**src/rtl/layer_draw_arbiter.sv**
```systemverilog
`default_nettype none
// ============================================================================
// Module   : layer_draw_arbiter
// Purpose  : Per-pixel compositor and collision scheduler. Each pixel, the
//            display path goes to the lowest-index requesting object layer,
//            or to the background when no layer requests. The result is
//            registered towards the VGA output. Collisions between the player
//            (layer 0) and the border / every other layer are reported once
//            per frame as pulses and as a per-frame snapshot.
// Revision : 1.0 - initial release
// ----------------------------------------------------------------------------
// Ports
//   clk             in   pixel clock
//   resetN          in   synchronous reset, active HIGH despite the name
//   startOfFrame    in   one-cycle pulse on the first pixel of a frame
//   pixelX/pixelY   in   current pixel coordinates (delayed only)
//   layerDrawReq    in   per-layer draw request
//   layerRGB        in   per-layer colour, layer i at [i*RGB_W +: RGB_W]
//   BG_RGB          in   background colour
//   boardersDrawReq in   border-bracket pixel indication
//   RGBOut          out  composited colour (registered)
//   layerSel        out  granted layer index, 4'hF = background (registered)
//   pixelXOut/YOut  out  coordinates aligned with RGBOut
//   collisionPulse  out  bit0 player/border, bit k player/layer k; pulses
//   frameCollisions out  collisions seen during the previous complete frame
//   frameCount      out  startOfFrame pulses since reset (wrapping)
// ============================================================================
module layer_draw_arbiter #(
  parameter int NUM_LAYERS = 4,
  parameter int RGB_W      = 8,
  parameter int FCNT_W     = 16
) (
  input  logic                        clk,
  input  logic                        resetN,
  input  logic                        startOfFrame,
  input  logic [10:0]                 pixelX,
  input  logic [10:0]                 pixelY,
  input  logic [NUM_LAYERS-1:0]       layerDrawReq,
  input  logic [NUM_LAYERS*RGB_W-1:0] layerRGB,
  input  logic [RGB_W-1:0]            BG_RGB,
  input  logic                        boardersDrawReq,
  output logic [RGB_W-1:0]            RGBOut,
  output logic [3:0]                  layerSel,
  output logic [10:0]                 pixelXOut,
  output logic [10:0]                 pixelYOut,
  output logic [NUM_LAYERS-1:0]       collisionPulse,
  output logic [NUM_LAYERS-1:0]       frameCollisions,
  output logic [FCNT_W-1:0]           frameCount
);

  localparam logic [0:0] ST_IDLE     = 1'b0;
  localparam logic [0:0] ST_IN_FRAME = 1'b1;

  localparam logic [3:0] SEL_BG = 4'hF;

  logic [0:0]            state_q, state_d;
  logic [RGB_W-1:0]      rgb_q, rgb_d;
  logic [3:0]            sel_q, sel_d;
  logic [10:0]           px_q, py_q;
  logic [NUM_LAYERS-1:0] acc_q, acc_d;
  logic [NUM_LAYERS-1:0] pulse_q, pulse_d;
  logic [NUM_LAYERS-1:0] fcoll_q, fcoll_d;
  logic [FCNT_W-1:0]     fcnt_q, fcnt_d;
  logic [NUM_LAYERS-1:0] coll;

  // Priority encode: scanning from the top index down lets the lowest
  // requesting index overwrite the result last, so it wins.
  always_comb begin
    sel_d = SEL_BG;
    rgb_d = BG_RGB;
    for (int i = NUM_LAYERS - 1; i >= 0; i--) begin
      if (layerDrawReq[i]) begin
        sel_d = 4'(i);
        rgb_d = layerRGB[i*RGB_W +: RGB_W];
      end
    end
  end

  // Instantaneous collision vector; bit 0 is reused for the border because
  // the player cannot collide with itself.
  assign coll[0] = layerDrawReq[0] & boardersDrawReq;
  for (genvar k = 1; k < NUM_LAYERS; k++) begin : g_coll
    assign coll[k] = layerDrawReq[0] & layerDrawReq[k];
  end

  // Frame tracking. The boundary pixel belongs to the new frame, so its
  // collisions seed the accumulator and pulse unconditionally.
  always_comb begin
    state_d = state_q;
    acc_d   = acc_q;
    pulse_d = '0;
    fcoll_d = fcoll_q;
    fcnt_d  = fcnt_q;
    case (state_q)
      ST_IDLE: begin
        if (startOfFrame) begin
          state_d = ST_IN_FRAME;
          fcnt_d  = FCNT_W'(1);
          acc_d   = coll;
          pulse_d = coll;
        end
      end
      ST_IN_FRAME: begin
        if (startOfFrame) begin
          fcoll_d = acc_q;
          fcnt_d  = fcnt_q + FCNT_W'(1);
          acc_d   = coll;
          pulse_d = coll;
        end else begin
          pulse_d = coll & ~acc_q;
          acc_d   = acc_q | coll;
        end
      end
      default: begin
        state_d = ST_IDLE;
      end
    endcase
  end

  always_ff @(posedge clk) begin
    if (resetN) begin
      state_q <= ST_IDLE;
      rgb_q   <= '0;
      sel_q   <= SEL_BG;
      px_q    <= '0;
      py_q    <= '0;
      acc_q   <= '0;
      pulse_q <= '0;
      fcoll_q <= '0;
      fcnt_q  <= '0;
    end else begin
      state_q <= state_d;
      rgb_q   <= rgb_d;
      sel_q   <= sel_d;
      px_q    <= pixelX;
      py_q    <= pixelY;
      acc_q   <= acc_d;
      pulse_q <= pulse_d;
      fcoll_q <= fcoll_d;
      fcnt_q  <= fcnt_d;
    end
  end

  assign RGBOut          = rgb_q;
  assign layerSel        = sel_q;
  assign pixelXOut       = px_q;
  assign pixelYOut       = py_q;
  assign collisionPulse  = pulse_q;
  assign frameCollisions = fcoll_q;
  assign frameCount      = fcnt_q;

endmodule
`default_nettype wire

```
**config.mk**
```make
export PLATFORM = sky130hd
export DESIGN_NAME = layer_draw_arbiter
export DESIGN_NICKNAME = d
export VERILOG_FILES = /design/src/rtl/layer_draw_arbiter.sv
export SDC_FILE = /design/constraint.sdc
export NUM_CORES = 1
export LEC_CHECK = 0
export CORE_MARGIN = 2
export CORE_UTILIZATION = 43
export DETAILED_ROUTE_END_ITERATION = 6
export PLACE_DENSITY = 0.92
export SETUP_SLACK_MARGIN = 0.2
export SKIP_CTS_REPAIR_TIMING = 1
export SLEW_MARGIN = 0
export SYNTH_ARGS = -nofsm -noshare
export SYNTH_HDL_FRONTEND = slang
export SYNTH_SLANG_ARGS = --single-unit
export TNS_END_PERCENT = 5
```
**constraint.sdc**
```tcl
create_clock -name clk -period 4 [get_ports clk]
set_input_delay 0.4 -clock clk [delete_from_list [all_inputs] [get_ports clk]]
set_output_delay 0.4 -clock clk [all_outputs]
set_load 0.01 [all_outputs]
```
==> results.py <==
metrics = {
    "layout": {
        "area_delta_synth_final_pct": 58.0,
        "layout-drive-gt1-share": 0.0670,
        "design_area_sq_mm": 0.00402,
        "layout.nets": 469,
        "multi_input_area_sq_mm": 0.00120,
        "utilization": 0.692,
        "antennaDiodeCount": 0,
        "final-seq-area_sq_mm": 0.00124,
        "fillCellCount": 456,
    },
    "critical_path": {
        "ff2ff_setup_slack_ps": 2290,
        "worst-path-buf-inv": 2,
        "crit_path_start_kind": "primary input",
        "worstPathArrival_ps": 2270,
        "endpoint_kind": "flip-flop",
        "r2r-end": "frameCount[14]",
        "critPathMaxStageDelay_ps": 690,
        "r2r-start": "frameCount[0]",
        "slowest_stage": "clkdlybuf4s50_1",
        "r2r_cells": 5,
        "cp_max_fo": 17,
        "crit_chain": "clkdlybuf4s50_1, inv_1, nor2_1, nand4b_1, a21oi_1",
        "cp_top_family": "buffers and inverters",
        "crit_required_ps": 4270,
        "critPathKind": "primary input to flip-flop",
    },
    "sta": {
        "layout_min_cycle_time_ps": 2010,
        "grt_setup_unrepaired": "false",
        "finalCritPeriodShare": 0.502,
        "fmax_ghz": 0.498,
        "clock_skew_ps": 9.56,
        "setup_tns_ps": 0,
        "tightest_slew_ps": 862,
        "finalSetupViolCount": 0,
        "final-max-slew-violation-count": 0,
        "slew_headroom": 0.424,
        "hold_viol": 0,
    },
    "synthesis": {
        "synth_cell_type_count": 36,
        "syn_area_per_cell_sq_um": 9.09,
        "synth_top_flop_cell": "dfxtp_1",
        "synth_enable_flop_cells": 0,
        "synth.area.top_cells": "dfxtp_1 49%, nor2b_1 6.1%, a21oi_1 4.7%, o21ai_0 4.1%, mux2_2 3.5%",
        "yosysTopAreaCellShare": 0.487,
        "netlist_instances": 280,
        "async_flop_share": 0,
        "ys_seq_area_frac": 0.487,
        "synth_common_cells": "62 x dfxtp_1, 25 x nor2b_1, 24 x a21oi_1, 22 x nand2_1, 21 x o21ai_0",
        "ys_warn_count": 0,
        "synth_area_leader_cell": "dfxtp_1",
        "ys_ff_latch": 62,
        "synthesis.nets": 351,
        "synth.most_common_cell": "dfxtp_1",
        "syn_area_sq_mm": 0.00255,
    },
    "detailed_routing": {
        "drt_iter0_drc": 221,
        "ant_nets": 0,
        "wl_per_cell_um": 15.5,
        "vias_per_cell": 5.33,
        "drc": 0,
        "drt-pass1-iter-count": 4,
        "wl_um": 7430,
        "vias": 2549,
    },
    "clock_tree": {
        "path_clk_slew_ps": 70,
        "cts-buffers-inserted": 9,
        "root_buffer": "clkbuf_8",
        "clock_sinks": 62,
        "cts.path.max_buffers": 2,
        "clkLatencyLatePin_ps": 340,
        "cts_htree_levels": 3,
        "cts_tree": "yes",
    },
    "power_and_ir_drop": {
        "p_seq_frac": 0.463,
        "power.density_mw_per_mm2": 351,
        "peakVddDrop_mv": 0.260,
        "p_comb_frac": 0.148,
        "p_leak_nw": 1.49,
        "power.share.clock": 0.389,
        "p_sw_frac": 0.238,
        "p_int_mw": 1.08,
        "p_sw_uw": 337,
    },
    "global_route": {
        "grt_max_degree": 49,
        "grt-ovfl-total": 0,
        "grt_pass1_vias": 2370,
        "grt_usage": 0.228,
        "antenna_found_initial": 0,
        "grt_pass1_wl_um": 11300,
    },
    "worst_hold_path": {
        "hold_end": "frameCollisions[0]",
        "hp-class": "flip-flop to flip-flop",
        "min_path_cells": 2,
        "hold_start": "frameCollisions[0]",
    },
    "die": {
        "io_pins": 128,
        "initial_core_util": 0.438,
        "coreArea_sq_mm": 0.00582,
        "die-area_sq_mm": 0.00655,
        "die_w_um": 81.0,
        "num_rows": 28,
        "die_h_um": 81.0,
    },
    "placement": {
        "dp_hpwl_um": 5200,
        "gp_congestion": 0.873,
        "place_area_sq_mm": 0.00382,
        "portBuffers": 127,
    },
    "outcome": {
        "status": "finished, final reports clean",
    },
    "job": {
        "max_cap_viol_count": 0,
    },
}
==> layout make-up <==
type                            instances  area share
Timing Repair Buffer                  128       0.318
Sequential cell                        62       0.309
Multi-Input combinational cell        194       0.298
Clock buffer                           11      0.0351
Tap cell                               75      0.0233
Clock inverter                          5      0.0146
Inverter                                3     0.00280
==> metal layers <==
| layer | routed length [um] | vias up | GRT usage |
|---|---|---|---|
| li1 | - | 1231 | - |
| met1 | 2960 | 1198 | 0.243 |
| met2 | 3780 | 96 | 0.402 |
| met3 | 438 | 24 | 0.0667 |
| met4 | 252 | 0 | 0.127 |
| met5 | 0 | - | 0 |
==> power by group through the flow <==
stage | sequential (mW) | clock, mW | combinational, mW
floorplan | 0.677 | 0 | 0.0676
global placement | 0.667 | 0 | 0.200
detailed placement | 0.668 | 0 | 0.207
CTS | 0.654 | 0.551 | 0.209
global route | 0.656 | 0.576 | 0.224
finish | 0.654 | 0.549 | 0.209
==> through the flow <==
stage | std cells | total power, mW | hold WS, ps | setup WS [ps]
4_1_cts | 478 | 1.41 | 462 | 2010
2_1_floorplan | 280 | 0.745 | 442 | 2440
3_5_place_dp | 462 | 0.874 | 453 | 1660
3_3_place_gp | 462 | 0.867 | 447 | 1690
6_report | 478 | 1.41 | 462 | 1990
5_1_grt | 478 | 1.46 | 491 | 1830
==> flip-flops by register name, summed over array words and instances (netlist names) <==
name / cells
pixelXOut: 11
RGBOut: 8
state_q: 1
layerSel: 3
pixelYOut: 11
collisionPulse: 4
frameCollisions: 4
frameCount: 16
acc_q: 4
==> layout by cell type, fill, tap and decap left out, types with 2 or more instances in the layout <==
cell type          n
mux2i_1            8
nand2_1           22
nor3_1             3
nand3_1           10
nor2_1            14
mux2_2             8
nand2b_1           8
or3_1              2
and4_1             5
clkdlybuf4s50_1  127
dfxtp_1           62
inv_1              3
o311ai_0           2
clkbuf_8          10
or4_1              5
a31oi_1            5
o21ai_0           21
o211ai_1           4
a22oi_1            5
a21oi_1           24
clkinvlp_4         2
and3_1            11
nor2b_1           25
==> worst max path at each step <==
stage | start | endpoint | slack [ps] | cells after the start
CTS | startOfFrame | frameCount[15] | 2010 | 4
global route | startOfFrame | frameCount[7] | 1830 | 5
detailed placement | startOfFrame | frameCount[15] | 1660 | 4
finish | startOfFrame | frameCount[7] | 1990 | 5
global placement | startOfFrame | frameCount[7] | 1690 | 5
floorplan | frameCount[4] | frameCount[15] | 2440 | 5
==> worst register-to-register path, delay by kind of cell, from the launching register on <==
family	cells	cell delay [ps]
adder cells (fa/ha/maj)	1	270
AND/OR/NAND/NOR	3	760
flip-flops	1	450
AO/OA/AOI/OAI	1	170
==> kinds of logic after synthesis <==
kind of cell	share of synthesized area
AND/OR/NAND/NOR	0.248
AO/OA/AOI/OAI	0.150
adder cells (fa/ha/maj)	0.00491
flip-flops	0.487
multiplexers	0.0668
buffers and inverters	0.0423
(Power assumes the default switching activity.)
